--- src/rtl/seq_divider_pkg.sv ---
// Shared definitions for the multi-cycle signed divider: ALU opcode and FSM state encoding.
package seq_divider_pkg;

  localparam logic [4:0] ALU_OP_DIV = 5'b01111;

  typedef enum logic [1:0] {
    DIV_IDLE = 2'd0,
    DIV_CALC = 2'd1,
    DIV_FIX  = 2'd2,
    DIV_DONE = 2'd3
  } div_state_e;

endpackage

--- src/rtl/seq_divider_div_step.sv ---
// One combinational non-restoring division iteration on magnitudes.
// The partial remainder is WIDTH+1 bits signed.
module seq_divider_div_step #(
  parameter int WIDTH = 32
) (
  input  logic [WIDTH:0]   rem_i,
  input  logic [WIDTH-1:0] quo_i,
  input  logic [WIDTH-1:0] dvs_i,
  output logic [WIDTH:0]   rem_o,
  output logic [WIDTH-1:0] quo_o
);

  logic [WIDTH:0] shifted;
  logic [WIDTH:0] dvs_ext;

  // Bring in the next dividend bit.
  // Subtract while the remainder is non-negative, add back while it is negative.
  always_comb begin
    shifted = {rem_i[WIDTH-1:0], quo_i[WIDTH-1]};
    dvs_ext = {1'b0, dvs_i};
    if (rem_i[WIDTH]) begin
      rem_o = shifted + dvs_ext;
    end else begin
      rem_o = shifted - dvs_ext;
    end
    quo_o = {quo_i[WIDTH-2:0], ~rem_o[WIDTH]};
  end

endmodule

--- src/rtl/seq_divider.sv ---
// Multi-cycle signed divider: quotient truncates toward zero, remainder takes the dividend's sign.
// A zero divisor gives all-ones quotient, dividend as remainder, and raises div_by_zero.
module seq_divider
  import seq_divider_pkg::*;
#(
  parameter int WIDTH = 32
) (
  input  logic             clock_i,
  input  logic             clear_i,
  input  logic             start_i,
  input  logic [WIDTH-1:0] dividend_i,
  input  logic [WIDTH-1:0] divisor_i,
  output logic             busy_o,
  output logic             done_o,
  output logic             div_by_zero_o,
  output logic [WIDTH-1:0] quotient_o,
  output logic [WIDTH-1:0] remainder_o
);

  localparam int CW = $clog2(WIDTH);
  localparam logic [CW-1:0] CNT_LAST = CW'(WIDTH - 1);
  localparam logic [CW-1:0] CNT_ONE  = CW'(1);

  div_state_e       state_q, state_d;
  logic [CW-1:0]    count_q;
  logic [WIDTH:0]   rem_q;
  logic [WIDTH-1:0] quo_q, dvs_q;
  logic             neg_dvd_q, neg_dvs_q, dbz_q;
  logic [WIDTH-1:0] quotient_q, remainder_q;
  logic             div_by_zero_q;

  logic             divisor_zero;
  logic [WIDTH-1:0] abs_dvd, abs_dvs;
  logic [WIDTH:0]   rem_step, rem_fix;
  logic [WIDTH-1:0] quo_step, quo_final, rem_final;

  assign divisor_zero = (divisor_i == '0);
  assign abs_dvd      = dividend_i[WIDTH-1] ? -dividend_i : dividend_i;
  assign abs_dvs      = divisor_i[WIDTH-1]  ? -divisor_i  : divisor_i;

  seq_divider_div_step #(.WIDTH(WIDTH)) u_step (
    .rem_i (rem_q),
    .quo_i (quo_q),
    .dvs_i (dvs_q),
    .rem_o (rem_step),
    .quo_o (quo_step)
  );

  // A negative final partial remainder needs one restoring add before the signs are applied.
  always_comb begin
    rem_fix   = rem_q[WIDTH] ? (rem_q + {1'b0, dvs_q}) : rem_q;
    quo_final = (neg_dvd_q ^ neg_dvs_q) ? -quo_q : quo_q;
    rem_final = neg_dvd_q ? -rem_fix[WIDTH-1:0] : rem_fix[WIDTH-1:0];
  end

  always_ff @(posedge clock_i or posedge clear_i) begin
    if (clear_i) begin
      state_q <= DIV_IDLE;
    end else begin
      state_q <= state_d;
    end
  end

  always_comb begin
    state_d = state_q;
    case (state_q)
      DIV_IDLE: if (start_i) state_d = divisor_zero ? DIV_FIX : DIV_CALC;
      DIV_CALC: if (count_q == CNT_LAST) state_d = DIV_FIX;
      DIV_FIX:  state_d = DIV_DONE;
      DIV_DONE: state_d = DIV_IDLE;
      default:  state_d = DIV_IDLE;
    endcase
  end

  always_comb begin
    busy_o = (state_q == DIV_CALC) || (state_q == DIV_FIX);
    done_o = (state_q == DIV_DONE);
  end

  // On a zero divisor the quotient register carries the raw dividend through to FIX.
  always_ff @(posedge clock_i or posedge clear_i) begin
    if (clear_i) begin
      count_q       <= '0;
      rem_q         <= '0;
      quo_q         <= '0;
      dvs_q         <= '0;
      neg_dvd_q     <= 1'b0;
      neg_dvs_q     <= 1'b0;
      dbz_q         <= 1'b0;
      quotient_q    <= '0;
      remainder_q   <= '0;
      div_by_zero_q <= 1'b0;
    end else begin
      case (state_q)
        DIV_IDLE: begin
          if (start_i) begin
            neg_dvd_q <= dividend_i[WIDTH-1];
            neg_dvs_q <= divisor_i[WIDTH-1];
            dvs_q     <= abs_dvs;
            rem_q     <= '0;
            count_q   <= '0;
            dbz_q     <= divisor_zero;
            quo_q     <= divisor_zero ? dividend_i : abs_dvd;
          end
        end
        DIV_CALC: begin
          rem_q   <= rem_step;
          quo_q   <= quo_step;
          count_q <= count_q + CNT_ONE;
        end
        DIV_FIX: begin
          if (dbz_q) begin
            quotient_q    <= '1;
            remainder_q   <= quo_q;
            div_by_zero_q <= 1'b1;
          end else begin
            quotient_q    <= quo_final;
            remainder_q   <= rem_final;
            div_by_zero_q <= 1'b0;
          end
        end
        default: begin
        end
      endcase
    end
  end

  assign quotient_o    = quotient_q;
  assign remainder_o   = remainder_q;
  assign div_by_zero_o = div_by_zero_q;

endmodule
--- config.mk ---
export PLATFORM = sky130hd
export DESIGN_NAME = seq_divider
export DESIGN_NICKNAME = d
export VERILOG_FILES = /design/src/rtl/seq_divider_pkg.sv /design/src/rtl/seq_divider_div_step.sv /design/src/rtl/seq_divider.sv
export SDC_FILE = /design/constraint.sdc
export NUM_CORES = 1
export LEC_CHECK = 0
export ABC_AREA = 1
export BUFFER_PORTS_ARGS = -buffer_cell sky130_fd_sc_hd__buf_2
export CORE_ASPECT_RATIO = 1.2
export CORE_MARGIN = 5
export CORE_UTILIZATION = 60
export CTS_CLUSTER_SIZE = 20
export DETAILED_ROUTE_END_ITERATION = 16
export HOLD_SLACK_MARGIN = 0.1
export PLACE_DENSITY = 0.79
export SLEW_MARGIN = 20
export SYNTH_ARGS = -nofsm -noshare
export SYNTH_HDL_FRONTEND = slang
export SYNTH_SLANG_ARGS = --single-unit
--- constraint.sdc ---
create_clock -name clock_i -period 5.9 [get_ports clock_i]
set_input_delay 0.295 -clock clock_i [delete_from_list [all_inputs] [get_ports clock_i]]
set_output_delay 0.295 -clock clock_i [all_outputs]
set_load 0.005 [all_outputs]
==> metrics.md <==
| Metric | Value |
|---|---|
| Root buf cell | `clkbuf_16` |
| Max Cap Viol | `0` |
| Global-route wire length before repair | `78900 µm` |
| Clock skew | `0.0139 ns` |
| Final Max Slew Viols | `0` |
| N_diodes | `0` |
| Crit path top cell by count | `nand2_1` |
| Routed vias/inst | `5.82` |
| Final hold slack | `0.161 ns` |
| Vias | `16.7k` |
| Num rows | `64` |
| Final ANT Viol Nets | `0` |
| Synth cell types | `60` |
| Num CTS Buffers | `17` |
| RSZ-0062 raised after global routing | `no` |
| Synth area leader | `dfrtp_1` |
| CTS clk-pin slew, worst paths | `0.07 ns` |
| Multi-input logic area | `9670 µm²` |
| Number of top-level pins | `134` |
| Yosys top cell area share | `0.277` |
| Pwr Density | `676 nW/µm²` |
| Crit path DAT | `4.48 ns` |
| Total grt overflow | `0` |
| Sequential fraction of the synthesis area | `0.277` |
| Yosys reg bits | `172` |
| Sequential fraction of design power | `0.205` |
| Switching share of power | `0.564` |
| Setup TNS | `0 ns` |
| Routed len/inst | `17.5 µm` |
| Synth area leaders | `dfrtp_1 (28%), nand2_1 (15%), inv_1 (7.7%)` |
| Syn nets | `2579` |
| Fillers | `2365` |
| Startpoint types | `flop` |
| Hold Fails Final Rpt | `0` |
| Async SR Flop Fraction | `1.00` |
| Relative slew margins | `0.326` |
| Min Tclk post-route | `4.18 ns` |
| Synth Cell Area | `15600 µm²` |
| CTS H-Tree Depth | `4` |
| Pin count of the biggest net entering global routing | `114` |
| Peak VDD IR | `0.304 mV` |
| Max clock buf depth | `2` |
| Commonest cells post-synth | `nand2_1 (632), inv_1 (320), nor2_1 (228)` |
| NumNets Final | `2673` |
| Synth-to-Final Area Change | `9.55%` |
| Initial antenna violation count | `0` |
| DR DRC count | `0` |
| Worst-margin pin slew | `1.00 ns` |
| NetSw | `0.00650 W` |
| CTS tree | `built` |
| Clock sink total | `172` |
| RD Place Congestion | `0.995` |
| Pleak | `8.85 nW` |
| Worst skew pair latency | `0.46 ns` |
| Drt first pass iters | `5` |
| Slowest-stage cell, CP | `dfrtp_1` |
| Combinational power share | `0.695` |
| CP bufs+invs | `2` |
| Tot GR Track Use | `0.334` |
| CP peak stage delay | `0.45 ns` |
| Final setup vio count | `0` |
| Worst min-delay path category | `input pin to flop` |
| Number of global-route vias before repair | `15.9k` |
| Final Cycle Share | `0.708` |
| Port-buffer cells | `133` |
| Post-DP HPWL | `39600 µm` |
| WL final | `50300 µm` |
| Pre-CTS setup slack | `1.82 ns` |
| First DRT Iteration DRCs | `1462` |
| Yosys synthesis warning count | `0` |
| Final WS setup | `1.73 ns` |
| Layout cells sized above 1 | `0.113` |
| Reg area | `4300 µm²` |
| Most numerous cell in the Yosys netlist | `nand2_1` |
| Placeable Area | `25500 µm²` |
| Status | `completed` |
| Die X | `157 µm` |
| Crit path kind | `flop to flop` |
| Crit-path leading delay family | `simple AND/OR/NAND/NOR gates` |
| Fmax | `240 MHz` |
| Req. time, crit path | `6.20 ns` |
| Pint | `0.00502 W` |
| Die Y | `186 µm` |
| Worst path cell trace | `inv_1 > ha_1 > nand4_1 > nor2_1 > nand2_1 > nor2_2 > nand2_1 > nor4_2 > nand3_1 > nor3_2 > nor2_1 > xor2_1 > ha_1 > nand2_1 > nor2_1 > nand2_1 > inv_1 > nand3_1 > nand3_1 > nand2_1 > a21oi_1 > a21oi_1 > o21ai_0 > o21ai_0` |
| DIE AREA | `29300 µm²` |
| Worst-path fanout max | `5` |
| Clk network pwr share | `0.100` |
| Ys flop type | `dfrtp_1` |
| Starting density of the core | `0.609` |
| Post_cts resized | `0` |
| Mapped Cells | `2436` |
| Synth Area per Inst | `6.39 µm²` |
| Number of synthesized flops with an enable pin | `0` |
| Crit. End Element | `flop` |
logic make-up after synthesis:
| family | synth area share |
|---|---|
| AOI/OAI and AO/OA | 0.167 |
| xor gates and xnor gates | 0.0462 |
| adders and majority gates | 0.0621 |
| buffers and inverters | 0.103 |
| and+or+nand+nor | 0.345 |
| DFF | 0.277 |
repair_timing:
action | CTS | global route
hold buffers | 0 | 1
hold endpoints to repair | 0 | 49
buffers inserted | 0 | 0
area by class of cell:
class | instances | area share
Sequential cell | 172 | 0.253
Clock buffer | 21 | 0.0258
Inverter | 344 | 0.0764
Clock inverter | 11 | 0.00800
Timing Repair Buffer | 147 | 0.0454
Tap cell | 330 | 0.0242
Multi-Input combinational cell | 1848 | 0.568
layer usage:
layer  global-route usage  vias to the layer above  part of all wire
li1                     -                     8146                 -
met1                0.405                     7674              0.39
met2                0.587                      757              0.49
met3               0.0438                      133             0.074
met4                0.148                        0             0.044
met5                    0                        -                 0
final timing paths:
path | start | to | slack, ns | cells after the start
worst min-delay path | divisor_i[0] | dvs_q[0]$_DFFE_PP0P_ | 0.16 | 3
min in group asynchronous | clear_i | quotient_o[27]$_DFFE_PP0P_ | 0.46 | 3
worst max register to register | dvs_q[1]$_DFFE_PP0P_ | rem_q[31]$_DFFE_PP0P_ | 1.73 | 24
max in group asynchronous | clear_i | quo_q[21]$_DFFE_PP0P_ | 3.96 | 4
worst min register to register | div_by_zero_o$_DFFE_PP0P_ | div_by_zero_o$_DFFE_PP0P_ | 0.48 | 2
worst max-delay path | dvs_q[1]$_DFFE_PP0P_ | rem_q[31]$_DFFE_PP0P_ | 1.73 | 24
layout by cell type, fill, tap and decap left out, types with 9 or more instances in the layout:
master / netlist / layout
a21oi_1: 146 / 146
clkbuf_16: 0 / 17
inv_1: 320 / 319
nand2_1: 632 / 631
dfrtp_1: 172 / 172
buf_2: 7 / 133
buf_4: 2 / 13
o211ai_1: 18 / 18
nor3_2: 9 / 9
or2_2: 11 / 11
nand4_1: 25 / 25
nand2_2: 23 / 24
xnor2_1: 18 / 18
o21ai_0: 171 / 170
o221ai_1: 12 / 12
nor3_1: 32 / 32
nor2_1: 228 / 227
ha_1: 74 / 73
nand3_1: 203 / 203
xor2_1: 64 / 64
inv_2: 18 / 18
nor2_2: 16 / 16
o22ai_1: 13 / 13
o21ai_1: 44 / 44
nand3_2: 9 / 9
a31oi_1: 27 / 27
state kept, by name (all words and copies together) (netlist names):
register and cells:
rem_q 33, dvs_q 32, quo_q 32, quotient_o 32
remainder_o 32, count_q 5, state_q 2, dbz_q 1
div_by_zero_o 1, neg_dvd_q 1, neg_dvs_q 1
worst reg2reg max path: cells and delay by family, from the launching register on:
kind	cells	cell delay, ns
compound gates	4	0.44
flops	1	0.45
fa+ha+maj	2	0.57
buf+inv	2	0.17
xor+xnor	1	0.16
simple gates	15	2.22
power groups by stage:
stage | sequential [W] | clock [W] | combinational [W]
2_1_floorplan | 0.00218 | 0 | 0.00585
3_3_place_gp | 0.00232 | 0 | 0.00764
3_5_place_dp | 0.00234 | 0 | 0.00785
4_1_cts | 0.00233 | 0.00116 | 0.00790
5_1_grt | 0.00240 | 0.00120 | 0.00898
6_report | 0.00236 | 0.00116 | 0.00801
stage by stage:
stage	total power (W)	util	cells	instance area [µm²]
after floorplan	0.00803	-	2436	15600
after global routing	0.0126	0.667	2873	17000
after detailed placement	0.0102	0.644	2840	16500
final	0.0115	0.667	2873	17000
after global placement	0.00996	0.644	2840	16500
after CTS	0.0114	0.667	2872	17000
Note: power is estimated with default switching activity, not from simulation.
